===== src/rtl/slot_select_gen.sv =====
// -----------------------------------------------------------------------------
// slot_select_gen
//
// Purpose:
//   Multi-slot generator for the Apple II peripheral-slot select strobes.
//   Each bus cycle is decoded once, when cycle_start_i pulses. The result is
//   registered and held until cycle_end_i, or until the next cycle_start_i.
//   The block drives per-slot IOSELECT, DEVSELECT and IOSTROBE (all
//   active-low), and reports which slot is active together with that slot's
//   card ID. It also tracks which slot currently owns the shared
//   $C800-$CFFF expansion-ROM window.
//
// Optional feature (macro SLOT_SELECT_INTCXROM_EN):
//   Adds the Apple IIe INTCXROM and SLOTC3ROM soft-switch flags. Both flags
//   reset to 0.
//     - INTCXROM=1 hides all slot ROM: no IOSELECT, no IOSTROBE and no
//       ownership claims. A $CFFF access still clears the owner.
//     - SLOTC3ROM=0 hides the slot-3 ROM and blocks slot 3 from claiming
//       ownership.
//   Without the macro, slot ROM space is always external.
//
// Ports:
//   clk_logic_i       logic clock
//   system_reset_i    synchronous, active-high reset
//   addr_i            bus address, sampled on cycle_start_i
//   rw_n_i            1 = read, 0 = write, sampled on cycle_start_i
//   cycle_start_i     one-clock pulse: address and rw are valid
//   cycle_end_i       one-clock pulse: end of the bus cycle
//   card_id_i         8-bit card ID per slot; slot n occupies bits [8n+7:8n]
//   ioselect_n_o      $Cn00-$CnFF select, one bit per slot
//   devselect_n_o     $C0(8+n)0-$C0(8+n)F select, one bit per slot
//   iostrobe_n_o      $C800-$CFFF select; only the owner slot's bit asserts
//   active_valid_o    some select is asserted
//   active_slot_o     slot number of the asserted select (0 when none)
//   active_card_id_o  card ID of active_slot_o (0 when none)
//   c8_owner_o        current $C800 owner (0 = none)
// -----------------------------------------------------------------------------
module slot_select_gen #(
  parameter int         NUM_SLOTS                = 8,
  parameter logic [7:0] SLOT_EN_MASK             = 8'hFE,
  parameter bit         CLEAR_ON_CFFF_WRITE_ONLY = 1'b0
) (
  input  logic                   clk_logic_i,
  input  logic                   system_reset_i,
  input  logic [15:0]            addr_i,
  input  logic                   rw_n_i,
  input  logic                   cycle_start_i,
  input  logic                   cycle_end_i,
  input  logic [8*NUM_SLOTS-1:0] card_id_i,
  output logic [NUM_SLOTS-1:0]   ioselect_n_o,
  output logic [NUM_SLOTS-1:0]   devselect_n_o,
  output logic [NUM_SLOTS-1:0]   iostrobe_n_o,
  output logic                   active_valid_o,
  output logic [2:0]             active_slot_o,
  output logic [7:0]             active_card_id_o,
  output logic [2:0]             c8_owner_o
);

  typedef enum logic {
    IDLE   = 1'b0,
    ACTIVE = 1'b1
  } state_e;

  state_e               state_q, state_d;
  logic [NUM_SLOTS-1:0] ioselect_n_q, ioselect_n_d;
  logic [NUM_SLOTS-1:0] devselect_n_q, devselect_n_d;
  logic [NUM_SLOTS-1:0] iostrobe_n_q, iostrobe_n_d;
  logic                 active_valid_q, active_valid_d;
  logic [2:0]           active_slot_q, active_slot_d;
  logic [7:0]           active_card_id_q, active_card_id_d;
  logic [2:0]           c8_owner_q, c8_owner_d;

  // Per-slot hit vectors for the address currently on the bus.
  logic [NUM_SLOTS-1:0] dev_hit_s;
  logic [NUM_SLOTS-1:0] io_hit_s;
  logic [NUM_SLOTS-1:0] strb_hit_s;
  logic [2:0]           hit_slot_s;
  logic [7:0]           hit_card_id_s;
  logic                 hit_any_s;
  logic                 cfff_clear_s;
  logic                 rom_ok_s;   // slot ROM space is external (not internal CX ROM)
  logic                 c3_ok_s;    // slot-3 ROM space is external

`ifdef SLOT_SELECT_INTCXROM_EN
  logic intcxrom_q, intcxrom_d;
  logic slotc3rom_q, slotc3rom_d;

  // Soft-switch flag update on writes to $C006/$C007/$C00A/$C00B.
  always_comb begin
    intcxrom_d  = intcxrom_q;
    slotc3rom_d = slotc3rom_q;
    if (cycle_start_i && !rw_n_i) begin
      case (addr_i)
        16'hC006: intcxrom_d  = 1'b0;
        16'hC007: intcxrom_d  = 1'b1;
        16'hC00A: slotc3rom_d = 1'b0;
        16'hC00B: slotc3rom_d = 1'b1;
        default: begin
          intcxrom_d  = intcxrom_q;
          slotc3rom_d = slotc3rom_q;
        end
      endcase
    end else begin
      intcxrom_d  = intcxrom_q;
      slotc3rom_d = slotc3rom_q;
    end
  end

  // Soft-switch flag registers.
  always_ff @(posedge clk_logic_i) begin
    if (system_reset_i) begin
      intcxrom_q  <= 1'b0;
      slotc3rom_q <= 1'b0;
    end else begin
      intcxrom_q  <= intcxrom_d;
      slotc3rom_q <= slotc3rom_d;
    end
  end

  assign rom_ok_s = ~intcxrom_q;
  assign c3_ok_s  = slotc3rom_q;
`else
  assign rom_ok_s = 1'b1;
  assign c3_ok_s  = 1'b1;
`endif

  // Address decode. The three address windows are disjoint, so at most one
  // bit across dev/io/strb can be set at once.
  always_comb begin
    dev_hit_s     = '0;
    io_hit_s      = '0;
    strb_hit_s    = '0;
    hit_slot_s    = 3'd0;
    hit_card_id_s = 8'h00;
    for (int n = 0; n < NUM_SLOTS; n++) begin
      dev_hit_s[n]  = SLOT_EN_MASK[n] && (addr_i[15:4] == (12'hC08 + 12'(n)));
      // Slot 0 has no ROM space, so it never gets IOSELECT or IOSTROBE.
      io_hit_s[n]   = SLOT_EN_MASK[n] && (n != 0) && rom_ok_s &&
                      ((n != 3) || c3_ok_s) &&
                      (addr_i[15:8] == (8'hC0 + 8'(n)));
      // IOSTROBE uses the owner as it stands before this cycle's update.
      strb_hit_s[n] = SLOT_EN_MASK[n] && (n != 0) && rom_ok_s &&
                      (addr_i[15:11] == 5'b11001) && (c8_owner_q == 3'(n));
      hit_slot_s    = (dev_hit_s[n] || io_hit_s[n] || strb_hit_s[n]) ?
                      3'(n) : hit_slot_s;
      hit_card_id_s = (dev_hit_s[n] || io_hit_s[n] || strb_hit_s[n]) ?
                      card_id_i[8*n +: 8] : hit_card_id_s;
    end
    hit_any_s    = |{dev_hit_s, io_hit_s, strb_hit_s};
    cfff_clear_s = (addr_i == 16'hCFFF) && (!rw_n_i || !CLEAR_ON_CFFF_WRITE_ONLY);
  end

  // $C800 owner: a $CFFF access clears it, an IOSELECT hit claims it.
  // Both take effect on the decode edge.
  always_comb begin
    c8_owner_d = c8_owner_q;
    if (cycle_start_i) begin
      if (cfff_clear_s) begin
        c8_owner_d = 3'd0;
      end else if (|io_hit_s) begin
        c8_owner_d = hit_slot_s;
      end else begin
        c8_owner_d = c8_owner_q;
      end
    end else begin
      c8_owner_d = c8_owner_q;
    end
  end

  // Cycle FSM next state. A start always loads a fresh decode, even while
  // ACTIVE and even with a coincident end; otherwise an end in ACTIVE releases
  // all selects.
  always_comb begin
    state_d          = state_q;
    ioselect_n_d     = ioselect_n_q;
    devselect_n_d    = devselect_n_q;
    iostrobe_n_d     = iostrobe_n_q;
    active_valid_d   = active_valid_q;
    active_slot_d    = active_slot_q;
    active_card_id_d = active_card_id_q;
    if (cycle_start_i) begin
      state_d          = ACTIVE;
      ioselect_n_d     = ~io_hit_s;
      devselect_n_d    = ~dev_hit_s;
      iostrobe_n_d     = ~strb_hit_s;
      active_valid_d   = hit_any_s;
      active_slot_d    = hit_slot_s;
      active_card_id_d = hit_card_id_s;
    end else begin
      case (state_q)
        IDLE: begin
          state_d = IDLE;
        end
        ACTIVE: begin
          if (cycle_end_i) begin
            state_d          = IDLE;
            ioselect_n_d     = '1;
            devselect_n_d    = '1;
            iostrobe_n_d     = '1;
            active_valid_d   = 1'b0;
            active_slot_d    = 3'd0;
            active_card_id_d = 8'h00;
          end else begin
            state_d = ACTIVE;
          end
        end
        default: begin
          state_d          = IDLE;
          ioselect_n_d     = '1;
          devselect_n_d    = '1;
          iostrobe_n_d     = '1;
          active_valid_d   = 1'b0;
          active_slot_d    = 3'd0;
          active_card_id_d = 8'h00;
        end
      endcase
    end
  end

  // FSM state and registered outputs.
  always_ff @(posedge clk_logic_i) begin
    if (system_reset_i) begin
      state_q          <= IDLE;
      ioselect_n_q     <= '1;
      devselect_n_q    <= '1;
      iostrobe_n_q     <= '1;
      active_valid_q   <= 1'b0;
      active_slot_q    <= 3'd0;
      active_card_id_q <= 8'h00;
      c8_owner_q       <= 3'd0;
    end else begin
      state_q          <= state_d;
      ioselect_n_q     <= ioselect_n_d;
      devselect_n_q    <= devselect_n_d;
      iostrobe_n_q     <= iostrobe_n_d;
      active_valid_q   <= active_valid_d;
      active_slot_q    <= active_slot_d;
      active_card_id_q <= active_card_id_d;
      c8_owner_q       <= c8_owner_d;
    end
  end

  assign ioselect_n_o     = ioselect_n_q;
  assign devselect_n_o    = devselect_n_q;
  assign iostrobe_n_o     = iostrobe_n_q;
  assign active_valid_o   = active_valid_q;
  assign active_slot_o    = active_slot_q;
  assign active_card_id_o = active_card_id_q;
  assign c8_owner_o       = c8_owner_q;

endmodule


===== config.mk =====
export PLATFORM = sky130hd
export DESIGN_NAME = slot_select_gen
export DESIGN_NICKNAME = d
export VERILOG_FILES = /design/src/rtl/slot_select_gen.sv
export SDC_FILE = /design/constraint.sdc
export NUM_CORES = 1
export LEC_CHECK = 0
export BUFFER_PORTS_ARGS = -buffer_cell sky130_fd_sc_hd__buf_2
export CORE_ASPECT_RATIO = 1.75
export CORE_UTILIZATION = 40
export CTS_CLUSTER_SIZE = 12
export DETAILED_ROUTE_END_ITERATION = 7
export PLACE_DENSITY = 0.84
export SKIP_CTS_REPAIR_TIMING = 1
export SLEW_MARGIN = 20
export SYNTH_ARGS = -nofsm -noshare
export SYNTH_HDL_FRONTEND = slang
export SYNTH_SLANG_ARGS = --single-unit

===== constraint.sdc =====
create_clock -name clk_logic_i -period 2.5 [get_ports clk_logic_i]
set_input_delay 0.375 -clock clk_logic_i [delete_from_list [all_inputs] [get_ports clk_logic_i]]
set_output_delay 0.375 -clock clk_logic_i [all_outputs]
set_load 0.03 [all_outputs]

==> out/results.txt <==
WS Path Type - flip-flop to flip-flop
CP Launch Type - flip-flop
CTS Sinks - 37
LEAKAGE - 1.28 nW
Async SR Flop Fraction - 0
required time worst endpoint - 2700 ps
diodes inserted - 0
pwr/cell area - 436 nW/um^2
status - finished, final reports clean
final WL - 7140 um
clk_lat worst skew - 300 ps
post-detailed-route via-to-cell ratio - 5.77
H-tree depth - 2
Layout fillers - 511
IO Pins - 124
DRT iter0 DRCs - 131
Worst slew margin - 0.431
Mapped Area - 2230 um^2
crit path max fanout - 11
Achievable Freq - 451 MHz
r2r setup slk - 280 ps
worst r2r dst - c8_owner_o[2]
clk buf depth - 2
cell area after layout - 2960 um^2
Cell Rows - 35
pin count of the biggest net entering global routing - 22
Final Util - 0.559
final-report max-slew violation count - 0
Reg2Reg Depth - 6
Yosys top cell area share - 0.333
Finished Layout Cells - 438
antenna violations before repair - 0
Hold Path Origin - card_id_i[56]
post-route antenna net violation count - 0
Post-synth EDFFs - 0
Pre-antenna DRT Iters - 5
# port buffers - 111
placed cells - 430
DP HPWL - 5770 um
first-pass GRT wire length - 11100 um
Seq/Total Area, Yosys - 0.333
period utilisation layout - 0.888
Design Power - 1.29 mW
main area contributors after synthesis - dfxtp_1, nand2_1, o22ai_1
die width - 58.4 um
fin crit period - 2220 ps
P&R area growth vs syn - 33.1%
Worst Hold Class - input port to flip-flop
Synth warnings - 0
Starting Density - 0.420
CP endpoint kind - flip-flop
Worst EP arrival - 2420 ps
die area - 5880 um^2
Worst Hold Depth - 3
synthesized area per cell - 8.91 um^2
via count - 2529
Floorplan Core Area - 5300 um^2
Synth Register Bits - 37
Setup Total Neg Slack - 0 ps
Worst-path clk slew - 80 ps
vias in the first global route - 2511
gp weighted congestion - 0.895
final setup vio count - 0
Max Cap Violations - 0
Clock Skew - 4.32 ps
DRC Markers - 0
RR Startpoint - c8_owner_o[0]
DP Area - 2850 um^2
VDD IR max - 0.297 mV
layout cell share with drive strength beyond 1 - 0.415
TritonCTS clock tree - done
Worst Hold Path EP - active_card_id_o[0]
CTS root buf - clkbuf_8
CTS Buf Count - 5
cell count after synthesis - 250
Slew @ Worst Pin - 853 ps
Die Ht - 101 um
library cells used by synthesis - 54
Top FF cell, synth - dfxtp_1
DR WL/cell - 16.3 um
total track usage - 0.250
nets - 448
leading area contributor after synthesis - dfxtp_1
RSZ-0062 raised after global routing - no
final hold violations - 0
GRT overflow - 0
-- state kept, by name (all words and copies together), names as in the netlist --
signal,cells
state_q,1
active_valid_o,1
iostrobe_n_o,7
devselect_n_o,7
active_slot_o,3
ioselect_n_o,7
c8_owner_o,3
active_card_id_o,8
-- final cells by class --
| cell class | instances | area (um^2) | share of cell area |
|---|---|---|---|
| sequential | 37 | 741 | 0.250 |
| clock buffer | 5 | 68.8 | 0.0232 |
| multi-input combinational | 195 | 1380 | 0.466 |
| clock inverter | 3 | 46.3 | 0.0156 |
| timing repair buffer | 119 | 616 | 0.208 |
| tap | 74 | 92.6 | 0.0312 |
| inverter | 5 | 18.8 | 0.00633 |
-- synthesized netlist by cell type (2+ instances only) --
cell      count
dfxtp_1      37
o31ai_2       9
buf_4         3
nand3_1       7
mux2i_1       8
a22o_1        5
clkbuf_1      6
nor3_1        3
buf_6         3
nor2b_1       8
nand2b_1      8
inv_1         5
o32ai_1       3
a211oi_1      5
or4_1         2
nor2_2        2
nand2_1      30
a21oi_1       9
a22oi_1       2
a222oi_1     11
o31ai_1       3
o22ai_1      18
a22oi_2       2
buf_2         3
o21ai_0      10
a21o_1        2
o22a_1        8
nand4_1       2
a31oi_1       4
nor2_1        8
-- cell families (layout without fill, tap and decap cells) --
group                  Yosys count  count (layout)  synth area share
AOI/OAI and AO/OA              101             101             0.363
buffers and inverters           20             132            0.0506
DFF                             37              37             0.333
muxes                            8               8            0.0360
other                            1               3           0.00168
and+or+nand+nor                 83              83             0.216
-- power breakdown --
group          internal (mW)  switching, mW
sequential             0.591        0.00155
clock                  0.299          0.232
combinational         0.0688         0.0983
-- worst max-delay path, stage by stage (launching register included) --
cell	delay, ps
dfxtp_1	370
nand2_1	150
o22ai_1	120
a22oi_2	660
nand3_1	180
o311a_1	400
a31o_2	230
-- stage by stage --
step	setup slack [ps]	hold slack [ps]
floorplan	475	480
global placement	115	431
detailed placement	50.7	437
CTS	317	320
global route	219	324
finish	281	321
-- layout by cell type, fill, tap and decap left out, types with 9 or more instances in the layout --
cell type / count
a21oi_1: 9
o31ai_2: 9
o21ai_0: 10
nand2_1: 30
buf_2: 111
o22ai_1: 18
a222oi_1: 11
dfxtp_1: 37
-- metal layers --
layer,wire length (um),track usage
met1,2480,0.235
met2,4090,0.492
met3,362,0.0372
met4,204,0.134
met5,0,0
-- worst max-delay path by stage --
stage | end | start | slack, ps | cells past startpoint
detailed placement | c8_owner_o[2] | addr_i[8] | 50 | 7
finish | c8_owner_o[2] | c8_owner_o[0] | 280 | 6
global placement | c8_owner_o[2] | addr_i[8] | 120 | 7
CTS | c8_owner_o[2] | c8_owner_o[0] | 320 | 6
global route | c8_owner_o[2] | c8_owner_o[0] | 220 | 6
floorplan | active_card_id_o[0] | addr_i[9] | 480 | 7
Power figures use the tool's default switching activity.
